## src/rtl/rr_arbiter16.sv

```systemverilog
// rr_arbiter16: round-robin arbiter for up to 16 requesters.
// A grant is held until the owner strobes relIn, drops its request, or the
// hold watchdog expires. The owner is reported both as a binary index and as
// a one-hot vector, and every output comes straight from a flop.
module rr_arbiter16 #(
    parameter int N        = 16,
    parameter int IDX_W    = 4,
    parameter int MAX_HOLD = 64
) (
    input  logic             clk,
    input  logic             rst,
    input  logic [N-1:0]     reqIn,
    input  logic             relIn,
    output logic             grantValid,
    output logic [IDX_W-1:0] grantIdx,
    output logic [N-1:0]     grantOut,
    output logic             timeoutOut
);

    // The counter must be able to hold MAX_HOLD itself, because it saturates there.
    localparam int CNT_W = (MAX_HOLD > 0) ? $clog2(MAX_HOLD + 1) : 1;
    localparam logic [CNT_W-1:0] HOLD_MAX  = CNT_W'(MAX_HOLD);
    localparam logic [CNT_W-1:0] HOLD_LAST = CNT_W'((MAX_HOLD > 0) ? MAX_HOLD - 1 : 0);
    localparam logic [IDX_W:0]   N_EXT     = (IDX_W + 1)'(N);

    localparam logic [0:0] S_IDLE  = 1'b0;
    localparam logic [0:0] S_GRANT = 1'b1;

    logic [0:0]       state_q, state_d;
    logic [IDX_W-1:0] ptr_q, ptr_d;
    logic [CNT_W-1:0] cnt_q, cnt_d;
    logic             grant_valid_q, grant_valid_d;
    logic [IDX_W-1:0] grant_idx_q, grant_idx_d;
    logic [N-1:0]     grant_out_q, grant_out_d;
    logic             timeout_q, timeout_d;

    logic             found;
    logic [IDX_W-1:0] winner;
    logic [IDX_W:0]   cand;
    logic             wd_expire;
    logic             owner_drop;

    // Pick the first requester at or after ptr, wrapping at N rather than at 2**IDX_W.
    always_comb begin
        // NOTE: every signal gets a default before any branch, so no path leaves one unassigned and no latch is inferred.
        found  = 1'b0;
        winner = '0;
        cand   = '0;
        for (int i = 0; i < N; i++) begin
            cand = {1'b0, ptr_q} + (IDX_W + 1)'(i);
            if (cand >= N_EXT) begin
                cand = cand - N_EXT;
            end
            if (!found && reqIn[cand[IDX_W-1:0]]) begin
                found  = 1'b1;
                winner = cand[IDX_W-1:0];
            end
        end
    end

    // Next-state logic: claim in IDLE, then hold or release in GRANT.
    always_comb begin
        state_d       = state_q;
        ptr_d         = ptr_q;
        cnt_d         = cnt_q;
        grant_valid_d = grant_valid_q;
        grant_idx_d   = grant_idx_q;
        timeout_d     = 1'b0;
        wd_expire     = 1'b0;
        owner_drop    = 1'b0;

        case (state_q)
            S_IDLE: begin
                if (found) begin
                    grant_idx_d   = winner;
                    grant_valid_d = 1'b1;
                    cnt_d         = '0;
                    state_d       = S_GRANT;
                end
            end
            default: begin
                if (cnt_q != HOLD_MAX) begin
                    cnt_d = cnt_q + 1'b1;
                end
                wd_expire  = (MAX_HOLD != 0) && (cnt_q == HOLD_LAST);
                owner_drop = !reqIn[grant_idx_q];
                if (relIn || owner_drop || wd_expire) begin
                    grant_valid_d = 1'b0;
                    ptr_d         = (grant_idx_q == IDX_W'(N - 1)) ? '0 : grant_idx_q + 1'b1;
                    state_d       = S_IDLE;
                    // The pulse is reserved for a release the owner did not ask for.
                    timeout_d     = wd_expire && !relIn && !owner_drop;
                end
            end
        endcase

        // The one-hot output is decoded from the next index so that it can be registered too.
        grant_out_d = '0;
        for (int i = 0; i < N; i++) begin
            grant_out_d[i] = grant_valid_d && (grant_idx_d == IDX_W'(i));
        end
    end

    // State and output registers, cleared by the synchronous reset.
    always_ff @(posedge clk) begin
        // NOTE: sequential state uses non-blocking assignments so every flop samples the values from before the edge.
        if (rst) begin
            state_q       <= S_IDLE;
            ptr_q         <= '0;
            cnt_q         <= '0;
            grant_valid_q <= 1'b0;
            grant_idx_q   <= '0;
            grant_out_q   <= '0;
            timeout_q     <= 1'b0;
        end else begin
            state_q       <= state_d;
            ptr_q         <= ptr_d;
            cnt_q         <= cnt_d;
            grant_valid_q <= grant_valid_d;
            grant_idx_q   <= grant_idx_d;
            grant_out_q   <= grant_out_d;
            timeout_q     <= timeout_d;
        end
    end

    assign grantValid = grant_valid_q;
    assign grantIdx   = grant_idx_q;
    assign grantOut   = grant_out_q;
    assign timeoutOut = timeout_q;

endmodule

```

## config.mk

```make
export PLATFORM = sky130hd
export DESIGN_NAME = rr_arbiter16
export DESIGN_NICKNAME = d
export VERILOG_FILES = /design/src/rtl/rr_arbiter16.sv
export SDC_FILE = /design/constraint.sdc
export NUM_CORES = 1
export LEC_CHECK = 0
export CORE_AREA = 2 2 126 67
export CTS_BUF_LIST = sky130_fd_sc_hd__clkbuf_16
export CTS_CLUSTER_SIZE = 28
export DETAILED_ROUTE_END_ITERATION = 12
export DIE_AREA = 0 0 128 69
export MAX_ROUTING_LAYER = met4
export PLACE_DENSITY = 0.77
export SYNTH_ARGS = -nofsm -noshare
export SYNTH_HDL_FRONTEND = slang
export SYNTH_SLANG_ARGS = --single-unit
```

## constraint.sdc

```tcl
create_clock -name clk -period 4.8 [get_ports clk]
set_input_delay 0.72 -clock clk [delete_from_list [all_inputs] [get_ports clk]]
set_output_delay 0.72 -clock clk [all_outputs]
set_load 0.02 [all_outputs]
```

==> impl_metrics.toml <==
[clock_tree]
clkSinkCount = 34
cts-htree-levels = 2
clk_pin_slew_ns = 0.05
clk_path_buf_depth = 2
root_buffer = "clkbuf_16"
clk_latency_ns = 0.28
cts_tree = "built"
cts_buffers = 5

[worst_setup_path]
cpMaxStageDelayCell = "or4b_1"
crit_path_end_kind = "flop"
critical-path-top-delay-family = "buffers and inverters"
worstPathArrival_ns = 4.78
cpPeakStageDelay_ns = 0.62
critPathLaunchType = "input pin"
reg2reg_depth = 13
critPathMaxFanout = 9
cp.required_ns = 5.00
cpMostUsedCell = "buf_4"
critical_path_class = "in -> reg"
crit_chain = "clkdlybuf4s50_1 > mux4_2 > mux4_2 > or4b_1 > buf_4 > nor4_1 > buf_4 > a21o_1 > a22oi_1 > o21a_1 > buf_4 > nor3_1"
crit_buf_inv = 4
cp_num_cells = 12

[logic_synthesis]
ys_seq_area_frac = 0.1711
ys_seq_elements = 34
synth_top_family_by_area = "multiplexers"
synth_edf_count = 0
synth-adder-area-share = 0.03145
synthMuxAreaShare = 0.3186
synth_compound_area_frac = 0.2063
synth_fp_nets = 463
syn_avg_cell_area_sq_um = 9.168
synthFlopType = "dfxtp_1"
async_flop_share = 0
ys_warn_count = 0
synthXorXnorAreaFrac = 0.03302
syn_area_sq_um = 3979
synth-simple-area-share = 0.1893
netlist-cell-type-count = 70
synthCells = 434

[detailed_routing]
firstDrtPassIters = 5
post_drt_wl_per_cell_microns = 23.71
via_per_inst = 7.206
drc = 0
dr_total_vias = 4266
drt_wl_total_mm = 14.04
drtAntennaViolNets = 0
drt_iter0_markers = 665

[hold_path]
holdPathStages = 2
hold_path_class = "reg -> reg"

[final_layout]
num_antenna_cells = 0
final_util = 0.6308
syn2layout_area_growth_pct = 22.26
nets = 520
layout_common_cells = "mux4_2 (40), clkdlybuf4s50_1 (40), nor2_1 (39), buf_4 (35), dfxtp_1 (34)"
drive_gt1_frac = 0.2297

[grt]
grt_start_max_net_pins = 32
grt_pass1_vias = 3907
grt_antenna_before_repair = 0
overflow = 0
grt_usage = 0.3286
grt_pass1_wl_mm = 21.85

[pwr]
total_power_mw = 3.575
leakage_nw = 1.714
p_per_area_nw_per_um2 = 735.0
ir_drop_mv = 0.4666
intPower_mw = 1.759
swShare = 0.5079
comb_power_share = 0.767
p_switching_mw = 1.816
p_clk_frac = 0.116
p_seq_frac = 0.117

[flow_run]
cap_violations = 0

[timing]
setup_violations = 0
fin_crit_ns = 4.588
rsz0062_at_grt = "no"
tightest_slew_ns = 0.8232
slew_headroom = 0.4512
drv_slew = 0
fin_setup_tns_ns = 0
clock.fmax_mhz = 218.0
fin_worst_skew_ns = 0.006426
finalCritPeriodShare = 0.9559
hold_violations = 0
setup_ws_ns = 0.2118

[placed_design]
port_buffers = 40
dp_hpwl_mm = 10.73
dp_slack_ns = -0.02220
routabilityCongestion = 1.062

[floorplanning]
initial_core_util = 0.5159
core.rowCount = 23
pin_count = 41
die_x_microns = 128
coreArea_sq_um = 7712
die-area_sq_um = 8832
die_h_microns = 69

[outcome]
status = "finished clean"
-- final timing paths --
path / startpoint / to / slack [ns]
setup reg to reg: ptr_q[2] / grantOut[10] / 0.27
hold reg to reg: cnt_q[1] / cnt_q[1] / 0.51
hold / removal: cnt_q[1] / cnt_q[1] / 0.51
setup / recovery: reqIn[15] / grantOut[10] / 0.21
-- area by class of cell --
| type | instances | area, sq um |
|---|---|---|
| inverters | 19 | 71.32 |
| repair buffers | 75 | 663.1 |
| clock buffers | 5 | 125.1 |
| fillers | 642 | 2848 |
| flip-flops and latches | 34 | 680.7 |
| multi-input cells | 356 | 3136 |
| well taps | 100 | 125.1 |
| clock inverters | 3 | 63.81 |
-- flip-flops by register name, indices dropped and copies added (netlist names) --
signal and count:
timeoutOut 1, ptr_q 4, grantIdx 4, cnt_q 7, grantOut 16, state_q 1
grantValid 1
-- power groups by stage --
stage | sequential, mW | clock, mW | combinational [mW]
global placement | 0.416 | 0 | 2.56
finish | 0.419 | 0.413 | 2.74
detailed placement | 0.420 | 0 | 2.56
CTS | 0.415 | 0.414 | 2.59
floorplan | 0.416 | 0 | 1.77
global route | 0.427 | 0.429 | 2.87
-- through the flow --
step                      hold slack [ns]  instance area (sq um)  instances
final                              0.5133                   4865        592
after global placement             0.4781                   4649        584
after floorplan                    0.4628                   4000        434
after global routing               0.5368                   4865        592
after detailed placement           0.5041                   4649        584
after CTS                          0.5122                   4838        592
-- routing by layer --
metal	GRT usage	vias up	routed length, microns
li1	-	1832	-
met4	0.03663	0	242
met5	-	-	0
met2	0.4130	348	5423
met3	0.1576	44	2526
met1	0.4847	2042	5842
-- cell families after synthesis --
family	count (synthesis)
and+or+nand+nor	147
AOI/OAI and AO/OA	113
muxes	71
buffers and inverters	44
DFF	34
xor gates and xnor gates	15
adders and majority gates	10
-- worst min-delay path: stages (launching register included) --
cell,delay (ns)
dfxtp_1,0.33
nand3_1,0.07
a21oi_1,0.06
-- synth_stat cells (5+ instances only) --
cell type / n / area [sq um]
nor3_1: 22 / 110.1
dfxtp_1: 34 / 680.7
nand2_1: 25 / 93.84
inv_1: 18 / 67.56
clkbuf_1: 11 / 41.29
o21ai_0: 15 / 75.07
a21oi_1: 24 / 120.1
mux4_2: 39 / 878.3
xnor2_1: 8 / 70.07
a31oi_1: 5 / 31.28
nor2_1: 40 / 150.1
mux2_2: 13 / 146.4
a22oi_1: 5 / 37.54
nor4_1: 8 / 50.05
ha_1: 10 / 125.1
buf_2: 10 / 50.05
xor2_1: 7 / 61.31
mux2i_1: 15 / 150.1
nand3_1: 15 / 75.07
a211oi_1: 5 / 37.54
-- what timing repair did --
item,CTS,global route
buffers inserted,0,0
gates resized for setup,0,6
endpoints found under the setup margin,0,16
hold buffers,0,0
(Power assumes the default switching activity.)
==> edit 1 (config.mk and constraints unchanged) <==
Change the parameter `MAX_HOLD` from 64 to 128.
--- a/src/rtl/rr_arbiter16.sv
+++ b/src/rtl/rr_arbiter16.sv
@@ -6,5 +6,5 @@
     parameter int N        = 16,
     parameter int IDX_W    = 4,
-    parameter int MAX_HOLD = 64
+    parameter int MAX_HOLD = 128
 ) (
     input  logic             clk,
Check against the original RTL: no difference found for any inputs over 4 cycles, from zero or initial values and one cycle with rst high; that may be too few to reach the edited logic, so the function may still have changed.
==> edit 1 against the original RTL <==
Die area unchanged; wire length increased by 8.5%; critical path depth unchanged; design area increased by 1.1%; power increased by 1.1%; sequential share of layout area increased by 0.29 points; sequential cell count increased by 1; area after synthesis increased by 5.9%; worst setup slack got worse by 32 ps; largest cell class unchanged.
==> edit 1: results (changes against the original RTL) <==
- Status: finished, final reports clean (unchanged)
- CP Launch Point: ptr_q[2]$_SDFFE_PP0P_ (was reqIn[15])
- Wire length on met1: 6900 um (was 5840 um)
- Dpl ws: 198 ps (was -22.2 ps)
- Gpl congestion: 1.10 (was 1.06)
- First-pass GRT wire length: 23,500 um (was 21,800 um)
- Vias in the first global route: 4,091 (was 3,907)
- DP Area: 4770 um2 (was 4650 um2)
- Initial DRC Count: 769 (was 665)
- Met3 WL: 2720 um (was 2530 um)
- Post-synthesis sequential area ratio: 0.166 (was 0.171)
- Reg2reg path depth: 12 (was 13)
- Crit path DAT: 4830 ps (was 4780 ps)
- CP max stage cell: nor4b_2 (was or4b_1)
- WL met2: 5430 um (was 5420 um)
- Leakage power: 1.77 nW (was 1.71 nW)
- Routing usage on met2: 0.417 (was 0.413)
- Dpl cells: 619 (was 584)
- Met3 Usage GRT: 0.221 (was 0.158)
- PortBufs: 40 (unchanged)
- Slew margin rel.: 0.461 (was 0.451)
- Mapped Nets: 510 (was 463)
- Top post-synthesis cells by area: dfxtp_1 (17%), mux4_2 (14%), mux2i_1 (7.8%) (was mux4_2 (22%), dfxtp_1 (17%), mux2i_1 (3.8%))
- Peak supply drop: 0.289 mV (was 0.467 mV)
- CP max FO: 13 (was 9)
- Met1 usage in global routing: 0.528 (was 0.485)
- GRT Util Overall: 0.362 (was 0.329)
- Post-synthesis cell type count: 84 (was 70)
- Final period utilization: 0.962 (was 0.956)
- Hold path endpoint: cnt_q[7]$_SDFFE_PP0P_ (was cnt_q[1]$_SDFFE_PP0P_)
- Via/cell ratio: 7.01 (was 7.21)
- Clock Skew: 4.39 ps (was 6.43 ps)
- R2R setup slack: 180 ps (was 270 ps)
- Min Hold Slack: 527 ps (was 513 ps)
- Gate Count Post-Synth: 481 (was 434)
- Count of nets after finishing: 555 (was 520)
- Vias: 4,396 (was 4,266)
- Layout cell share with drive strength beyond 1: 0.205 (was 0.230)
- Largest net degree at the start of global routing: 33 (was 32)
- Dpl hpwl: 12,100 um (was 10,700 um)
- Synth cell count leaders: nor2_1 (60), nand2_1 (39), dfxtp_1 (35) (was nor2_1 (40), mux4_2 (39), dfxtp_1 (34))
- Hold_sp: cnt_q[7]$_SDFFE_PP0P_ (was cnt_q[1]$_SDFFE_PP0P_)
edit 1: cells by family after synthesis:
logic type                 count (synthesis)  share of synthesized area
and+or+nand+nor                          188                      0.233
AOI/OAI and AO/OA                        111                      0.207
muxes                                     81                      0.280
buffers and inverters                     39                     0.0484
DFF                                       35                      0.166
xor gates and xnor gates                  17                     0.0353
adders and majority gates                 10                     0.0297
edit 1: where the power goes:
part           switching, mW  internal, mW  total [mW]
Sequential            0.0776         0.341       0.418
Clock                  0.118         0.187       0.305
Combinational           1.75          1.14        2.89
Total                   1.95          1.67        3.62
edit 1: area by class of cell:
| class | count | area (um2) |
|---|---|---|
| Clock buffer | 5 | 125 |
| Clock inverter | 3 | 12.5 |
| Fill cell | 642 | 2800 |
| Inverter | 12 | 45.0 |
| Multi-Input combinational cell | 407 | 3320 |
| Sequential cell | 35 | 702 |
| Tap cell | 100 | 125 |
| Timing Repair Buffer | 65 | 588 |
==> edit 2 (same flow settings) <==
Made on the original files. Register the output `timeoutOut` once more; this adds one clock of latency there. The other outputs are not delayed to match.
--- a/src/rtl/rr_arbiter16.sv
+++ b/src/rtl/rr_arbiter16.sv
@@ -127,5 +127,7 @@
     assign grantIdx   = grant_idx_q;
     assign grantOut   = grant_out_q;
-    assign timeoutOut = timeout_q;
+    always_ff @(posedge clk) begin
+        timeoutOut <= timeout_q;
+    end
 
 endmodule
Function: same outputs for any inputs over 4 cycles, from zero or initial values and one cycle with rst high; that may be too few to reach the edited logic, so the function may still have changed.
==> edit 2 against the original RTL <==
Register-to-register slack gained 100 ps; power shrank 20%; clock power shrank 15%; synthesized cell count shrank 4.8%; wire length shrank 14%; worst hold slack lost 180 ps; sequential cell count grew 1; worst setup slack gained 160 ps; combinational power shrank 22%; via count shrank 8.8%; critical path type is now flip-flop to flip-flop; design area shrank 9.4%; highest routed layer unchanged; non-clock buffer count shrank 19; first-iteration DRC count shrank 5.0%; area after synthesis shrank 5.8%.
==> edit 2: results (changes against the original RTL) <==
- PortBufs: 40 (unchanged)
- Root buf cell: clkbuf_16 (unchanged)
- Post-synthesis sequential area ratio: 0.187 (was 0.171)
- Hold path endpoint: timeoutOut$_DFF_P_ (was cnt_q[1]$_SDFFE_PP0P_)
- TritonCTS Buffers: 5 (unchanged)
- Psw: 1.46 mW (was 1.82 mW)
- Bufs on Longest Clock Path: 2 (unchanged)
- Leakage power: 1.52 nW (was 1.71 nW)
- Postcts setup bufs: 0 (unchanged)
- Clk Latency, worst-skew pair: 280 ps (about the same)
- Clock transition at path regs: 60 ps
- Peak supply drop: 0.365 mV (was 0.467 mV)
- R2r endpoint: grantOut[1]$_SDFF_PP0_ (was grantOut[10]$_SDFF_PP0_)
- Synth warn: 0 (unchanged)
- Layout filler cell count: 637 (was 642)
- Top post-synthesis cells by area: mux4_2 (22%), dfxtp_1 (19%), mux2i_1 (4.3%) (was mux4_2 (22%), dfxtp_1 (17%), mux2i_1 (3.8%))
- Post-synthesis cell type count: 66 (was 70)
- Clock Skew: 7.28 ps (was 6.43 ps)
- R2R setup slack: 370 ps (was 270 ps)
- CP max FO: 11 (was 9)
- First-pass GRT wire length: 19,300 um (was 21,800 um)
- Post-synthesis mux area share: 0.293 (was 0.319)
- R2r startpoint: ptr_q[1]$_SDFFE_PP0P_ (was ptr_q[2]$_SDFFE_PP0P_)
- Worst min-delay path category: flip-flop to flip-flop (unchanged)
- Dpl ws: 216 ps (was -22.2 ps)
- Compound-gate portion of the synthesized area: 0.198 (was 0.206)
- Layout cell share with drive strength beyond 1: 0.176 (was 0.230)
- Count of nets after finishing: 478 (was 520)
- Mapped Nets: 442 (was 463)
- Slew margin rel.: 0.381 (was 0.451)
- Initial DRC Count: 632 (was 665)
- Crit path DAT: 4590 ps (was 4780 ps)
- Comb power frac: 0.741 (was 0.767)
- DP Area: 4240 um2 (was 4650 um2)
- GRT Util Overall: 0.289 (was 0.329)
- Reg2reg path depth: 12 (was 13)
- Via/cell ratio: 7.09 (was 7.21)
- Dpl hpwl: 9650 um (was 10,700 um)
- Vias in the first global route: 3,412 (was 3,907)
- Main synth FF type: dfxtp_1 (unchanged)
- Gpl congestion: 1.06 (about the same)
- Antenna Cells: 0 (unchanged)
- P per Cell Area: 653 nW/um2 (was 735 nW/um2)
- Clock power frac: 0.123 (was 0.116)
- Hold_sp: timeout_q$_SDFF_PP0_ (was cnt_q[1]$_SDFFE_PP0P_)
- Fin util: 0.571 (was 0.631)
- XOR/XNOR share of the synthesized area: 0.0421 (was 0.0330)
- Post-synthesis adder-cell area fraction: 0.0334 (was 0.0314)
- Overall routed net length: 12,100 um (was 14,000 um)
- First-pass detailed-route iteration total: 6 (was 5)
- Worst Hold Depth: 0 (was 2)
- Synth cell count leaders: mux4_2 (37), dfxtp_1 (35), nor2_1 (32) (was nor2_1 (40), mux4_2 (39), dfxtp_1 (34))
- Max FFs per register: 16 (unchanged)
- Resized cells post-CTS: 0 (unchanged)
- Largest net degree at the start of global routing: 28 (was 32)
- Status: finished, final reports clean (unchanged)
## edit 2: cell count changes after synthesis, sizes merged, moves of 4 or more
cell	before	now
a32oi	5	0
inv	19	14
mux2	13	9
mux4	42	37
nand2	25	31
nand2b	4	9
nor2	40	32
nor3	22	7
nor3b	4	0
nor4	8	19
nor4b	4	0
## edit 2: metrics by stage
step	cells	hold slack [ps]
5_1_grt	549	342
3_5_place_dp	542	320
3_3_place_gp	542	313
4_1_cts	549	332
6_report	549	331
2_1_floorplan	413	310
## edit 2: critical path, stage by stage (launching register included)
cell	delay, ps
dfxtp_1	320
inv_1	160
ha_2	540
mux4_2	570
mux2_2	330
mux2i_1	380
nand4b_2	330
nor4_2	350
buf_4	230
a221oi_1	100
a211o_1	320
a211o_1	410
nor4_1	270
## edit 2: area by class of cell
class	instances	area share
Timing Repair Buffer	56	0.118
Sequential cell	35	0.159
Clock inverter	2	0.00767
Multi-Input combinational cell	336	0.646
Tap cell	100	0.0284
Inverter	15	0.0128
Clock buffer	5	0.0284
## edit 2: worst max-delay path by stage
stage                              end  slack (ps)  cells past startpoint             startpoint
2_1_floorplan  grantOut[12]$_SDFF_PP0_         290                     17  ptr_q[1]$_SDFFE_PP0P_
3_3_place_gp    grantOut[1]$_SDFF_PP0_         150                     10              reqIn[13]
3_5_place_dp    grantOut[1]$_SDFF_PP0_         220                      9              reqIn[10]
4_1_cts         grantOut[1]$_SDFF_PP0_         330                     10  ptr_q[1]$_SDFFE_PP0P_
5_1_grt         grantOut[0]$_SDFF_PP0_          60                     12  ptr_q[1]$_SDFFE_PP0P_
6_report        grantOut[1]$_SDFF_PP0_         370                     12  ptr_q[1]$_SDFFE_PP0P_
## edit 2: layer usage
layer	global-route usage	wire (um)
met1	0.473	5480
met2	0.335	4450
met3	0.109	2160
met4	0.0195	36
met5	-	0
